File: src/rtl/dmem_responder.sv
// Data-memory responder for the dmem request/complete bus: captures one access
// per request, waits a programmable latency (stretched by stall), then completes.
module dmem_responder #(
  parameter int DEPTH     = 256,
  parameter int LATENCY   = 2,
  parameter int ADDR_BITS = $clog2(DEPTH)
) (
  input  logic        clock,
  input  logic        reset,
  input  logic        Data_req,
  input  logic        Data_rd,
  input  logic [15:0] Data_addr,
  input  logic [15:0] Data_din,
  input  logic        stall,
  output logic        complete_data,
  output logic [15:0] Data_dout,
  output logic        busy,
  output logic [15:0] access_count
);

  typedef enum logic [1:0] {S_IDLE, S_WAIT, S_DONE, S_RELEASE} state_t;

  localparam logic [3:0] CNT_INIT = 4'(LATENCY - 1);

  state_t                 state_q, state_d;
  logic [3:0]             cnt_q, cnt_d;
  logic                   cap_rd_q, cap_rd_d;
  logic [ADDR_BITS-1:0]   cap_addr_q, cap_addr_d;
  logic [15:0]            cap_din_q, cap_din_d;
  logic                   cd_q, cd_d;
  logic [15:0]            dout_q, dout_d;
  logic [15:0]            count_q, count_d;
  logic                   fire, mem_we;

  logic [15:0] mem [DEPTH];

  // Completion edge: counter expired and not held off by stall.
  assign fire   = (state_q == S_WAIT) && !stall && (cnt_q == 4'd0);
  assign mem_we = fire && !cap_rd_q && !reset;

  always_ff @(posedge clock or posedge reset) begin
    if (reset) begin
      state_q    <= S_IDLE;
      cnt_q      <= 4'd0;
      cap_rd_q   <= 1'b0;
      cap_addr_q <= '0;
      cap_din_q  <= 16'h0000;
      cd_q       <= 1'b0;
      dout_q     <= 16'h0000;
      count_q    <= 16'h0000;
    end else begin
      state_q    <= state_d;
      cnt_q      <= cnt_d;
      cap_rd_q   <= cap_rd_d;
      cap_addr_q <= cap_addr_d;
      cap_din_q  <= cap_din_d;
      cd_q       <= cd_d;
      dout_q     <= dout_d;
      count_q    <= count_d;
    end
  end

  // Array is deliberately not reset; a write interrupted by reset never commits.
  always_ff @(posedge clock) begin
    if (mem_we) mem[cap_addr_q] <= cap_din_q;
  end

  always_comb begin
    state_d = state_q;
    case (state_q)
      S_IDLE:    if (Data_req) state_d = S_WAIT;
      S_WAIT:    if (fire) state_d = S_DONE;
      S_DONE:    state_d = Data_req ? S_RELEASE : S_IDLE;
      S_RELEASE: if (!Data_req) state_d = S_IDLE;
      default:   state_d = S_IDLE;
    endcase
  end

  always_comb begin
    cnt_d      = cnt_q;
    cap_rd_d   = cap_rd_q;
    cap_addr_d = cap_addr_q;
    cap_din_d  = cap_din_q;
    cd_d       = 1'b0;
    dout_d     = dout_q;
    count_d    = count_q;
    if (state_q == S_IDLE && Data_req) begin
      cap_rd_d   = Data_rd;
      cap_addr_d = Data_addr[ADDR_BITS-1:0];
      cap_din_d  = Data_din;
      cnt_d      = CNT_INIT;
    end
    if (state_q == S_WAIT && !stall && cnt_q != 4'd0) cnt_d = cnt_q - 4'd1;
    if (fire) begin
      cd_d    = 1'b1;
      count_d = count_q + 16'd1;
      if (cap_rd_q) dout_d = mem[cap_addr_q];
    end
  end

  assign busy          = (state_q != S_IDLE);
  assign complete_data = cd_q;
  assign Data_dout     = dout_q;
  assign access_count  = count_q;

endmodule

File: config.mk
export PLATFORM = sky130hd
export DESIGN_NAME = dmem_responder
export DESIGN_NICKNAME = d
export VERILOG_FILES = /design/src/rtl/dmem_responder.sv
export SDC_FILE = /design/constraint.sdc
export NUM_CORES = 2
export LEC_CHECK = 0
export BUFFER_PORTS_ARGS = -buffer_cell sky130_fd_sc_hd__buf_4
export CAP_MARGIN = 0
export CORE_AREA = 2 2 732 734
export DETAILED_ROUTE_END_ITERATION = 16
export DIE_AREA = 0 0 734 736
export HOLD_SLACK_MARGIN = 0.02
export PLACE_DENSITY = 0.45
export SLEW_MARGIN = 20
export SYNTH_ARGS = -nofsm -noshare
export SYNTH_HDL_FRONTEND = slang
export SYNTH_SLANG_ARGS = --single-unit
export TNS_END_PERCENT = 50
File: constraint.sdc
create_clock -name clock -period 3.8 [get_ports clock]
set_clock_uncertainty 0.2 [all_clocks]
set_input_delay 0.57 -clock clock [delete_from_list [all_inputs] [get_ports clock]]
set_output_delay 0.57 -clock clock [all_outputs]
set_load 0.01 [all_outputs]
* Word-level counts from Yosys, hierarchy flattened
Memories as Yosys holds them, arrays and structs flattened. A register that Yosys moved wholly into a read port is not among the register bits.
Cells that the tools add are included.
** Storage, ports and cells
- RAM bits :: 4096
- Bits in latches :: 0
- Memories kept :: 1
- Output and inout bits :: 34
- Input bits :: 37
- Memory bits (read-only) :: 0
- Logic and storage cells :: 42
- Flip-flop bits (word level) :: 48
** Memory list
- mem :: words 256, width 16, read ports 1, clocked after memory_dff 1, write ports 1, RTL line 35 : logic [15:0] mem [DEPTH];
** Cells by class
- Shifts and indexed selects :: 0
- Muxes and demuxes :: 10
- $add $sub $neg :: 2
- Magnitude comparators :: 0
- Multipliers :: 0
- Reduce and logical (&&, ||, !) cells :: 16
- Bitwise gates (word level) :: 0
- Div/mod/pow operators :: 0
- Equal/unequal tests :: 6
** Operator list (number)
- $add 16x1->16 const B :: 1
- $mux 2 :: 4
- $mux 4 :: 2
- $pmux 2 s4 :: 1
- $logic_and 1x1->1 :: 6
- $ne 2x2->1 const B :: 3
- $eq 2x2->1 const B :: 2
- $logic_not 4->1 :: 1
- $reduce_bool 2->1 :: 2
- $reduce_bool 4->1 :: 1
- $sub 4x1->4 const B :: 1
- $logic_not 1->1 :: 3
- $mux 1 :: 3
- $reduce_and 3->1 :: 1
- $eq 2x1->1 const B :: 1
- $logic_not 2->1 :: 1
- $reduce_and 2->1 :: 1

* Logic depth before layout (Yosys ltp)
- Depth after elaboration :: 7
- Mapped depth :: 13
- Depth with buffers taken out :: 9

* Least setup slack after synthesis
OpenSTA, ideal clock, no wires.
- Kind :: register -> register
- Start :: reg cap_din_q[0]
- End :: mem mem[0][0] (data pin)
- Required time :: 2797 ps
- Path buffers :: 0
- Arrival time :: 3181 ps
- Path slack :: -384 ps
- Cell stages (with the launch flop) :: 1
- Path through :: dfrtp_1
** RTL lines
- from (decl) :: RTL line 29 : logic [15:0] cap_din_q, cap_din_d;
- from (signal assigned) :: RTL line 56 : cap_din_q <= cap_din_d;
- to (decl) :: RTL line 35
Straight into the memory's write port.

==> metrics.cfg <==
[critical_path]
worst-path-max-fanout=25
cp.arrival_ns=4.43
cpPeakStageDelay_ns=0.56
cpMaxStageDelayCell=mux4_2
path_delay_family=buffers and inverters
worst-setup-path-type=flip-flop to flip-flop
worstSetupStartpointType=flip-flop
path_buf_inv=3
path_cells=buf_12, buf_12, buf_6, mux4_2, a221oi_1, nand3_1, a221oi_1, or4_1, a21oi_1
cp-end-kind=flip-flop
required_ns=4.50

[synthesis]
synthFlopType=edfxtp_1
synthAdderAreaFrac_pct=0.0157
synthXorXnorAreaFrac_pct=0.0879
synth_top_family_by_area=multiplexers
synth-simple-area-share_pct=2.02
synth_nets=7296
netlist.area_leader.share_pct=77.2
muxShareOfSynthArea_pct=15.5
yosysUniqueCellTypes=66
synth_area_leaders=edfxtp_1, mux4_2, mux2i_1
async_flop_share_pct=1.54
netlist_area_um2=159000
synth_warnings=0
syn_inst=7257
synth-seq-area-share_pct=78.2
synth_edf_count=4096
yosys.area.top_type=edfxtp_1
synth_compound_area_share_pct=2.81
syn_area_per_cell_um2=22.0
ys_ff_latch=4160

[floorplanning]
initial_core_util_pct=30.0
ioPinCount=71
dieWidth_um=734
rows=268
core_area_um2=532000
die_area_um2=540000
die_h_um=736

[clock_tree]
cts_inserted_buffers=442
cts_tree=yes
cts-htree-levels=5
clk_pin_slew_ns=0.06
worstSkewPairLatency_ns=1.04
clockBufferDepth=4
cts_sinks=4160
cts-root-buf=clkbuf_16

[pwr]
leakagePower_nw=60.4
power_density_nw_per_um2=779
max-vdd-ir-drop_uv=867
finalPower_mw=150

[route]
ant_nets=0
vias=80000
drc_errors=0
via_per_inst=5.10
dr.pass1.iters=7
wire_per_inst_um=31.1
drt-total-wl_mm=487
dr.first_iter.drc_count=8774

[timing]
fmax_mhz=269
finalSetupViolCount=0
period_share_pct=98.0
drv_slew=0
finalWorstPathRequiredPeriod_ns=3.72
rsz0062_at_grt=true
setup_tns_ns=0
hold_violations=0
tightest_slew_ns=1.13
slew_headroom_pct=23.9
hold_slack_ns=0.0766

[final_layout]
syn_to_final_growth_pct=20.6
multi_input_area_um2=33100
fill_cells=48700
final_cell_mix=edfxtp_1, mux4_2, buf_4
fin_util_pct=36.2
regArea_um2=125000
fin_area_um2=192000
drive_above_1_share_pct=32.8
layout_commonest_cell=edfxtp_1
nets=8323

[place]
place_congestion=0.814
place_hpwl_mm=312
port_buffers=62
postPlaceCellArea_um2=177000

[status]
outcome=complete, no violations

[global_routing]
grt_pass1_wl_mm=673
antenna_found_initial=26
grt_overflow_total=0
grt_max_degree=109
grt_use_total_pct=17.7
grt_pass1_vias=81800

[worst_hold_path]
min_path_type=primary input to async pin

[run]
max_cap_viol_count=0

## state kept, by name (all words and copies together) (netlist names)
signal         flops
Data_dout         16
complete_data      1
cap_din_q         16
cnt_q              4
state_q            2
access_count      16
cap_addr_q         8
cap_rd_q           1
mem             4096
## final cells by class
type	instances	share of cell area [%]
inverter	11	0.0241
antenna	12	0.0156
clock buffer	549	6.05
timing repair buffer	1014	5.95
tap	7020	4.57
multi-input combinational	2655	17.2
clock inverter	272	1.33
sequential	4160	64.9
## metal layers
metal / global-route usage, % / vias to the layer above / routed length [um]
li1: - / 32900 / -
met4: 4.15 / 0 / 12200
met3: 2.30 / 532 / 26100
met2: 28.6 / 2461 / 232000
met5: 0 / - / 0
met1: 25.3 / 44100 / 217000
## final timing paths
kind | slack (ns) | cells after the start | start | end
worst max-delay path | 0.08 | 9 | cap_addr_q[1] | Data_dout[9]
worst min-delay path | 0.08 | 3 | reset | cnt_q[3]
worst max register to register | 0.08 | 9 | cap_addr_q[1] | Data_dout[9]
worst min register to register | 0.28 | 1 | access_count[15] | access_count[15]
max in group asynchronous | 2.39 | 4 | reset | cap_din_q[12]
min in group clock | 0.11 | 3 | Data_din[15] | cap_din_q[15]
## cells by family after synthesis
logic type,after synthesis
xor gates and xnor gates,16
muxes,1280
AOI/OAI and AO/OA,632
buffers and inverters,442
DFF,4160
and+or+nand+nor,725
adders and majority gates,2
## Yosys cell counts, types with 19 or more instances
cell	n
a22oi_1	89
a211oi_1	55
mux4_2	938
buf_4	71
a221oi_1	52
o21ai_1	26
nor2_1	353
edfxtp_1	4096
o21ai_0	32
buf_2	146
mux2_2	68
dfrtp_1	64
o22ai_1	189
buf_1	22
nor3_1	39
nand3_1	99
nand2_1	125
and3_1	19
clkbuf_1	164
a21oi_1	48
mux2i_1	274
o22a_1	32
o221ai_1	27
buf_6	28
## report_power, final
group / total [mW] / internal, mW / leakage [nW] / switching, mW
logic: 47.4 / 18.1 / 15.8 / 29.4
registers: 60.0 / 57.5 / 37.7 / 2.48
clock network: 42.3 / 23.9 / 6.90 / 18.4
## tightest hold or removal path: stages
cell           delay, ns
dlygate4sd3_1       0.53
buf_4               0.15
inv_4               0.61
## repair_timing
| item | in CTS | in global routing |
|---|---|---|
| buffers inserted | 6 | 4 |
| pin swaps | 0 | 0 |
| hold buffers | 31 | 0 |
| resized for setup | 13 | 22 |
| hold endpoints to repair | 61 | 0 |
| setup endpoints to repair | 10 | 222 |
| gates cloned | 0 | 4 |
## stage by stage
step / setup slack (ns) / std cells
6_report: 0.0762 / 15700
5_1_grt: -0.0337 / 15700
4_1_cts: 0.0163 / 15700
3_5_place_dp: -0.339 / 14800
3_3_place_gp: -0.402 / 14800
2_1_floorplan: 0.297 / 7257
Power figures use the tool's default switching activity.
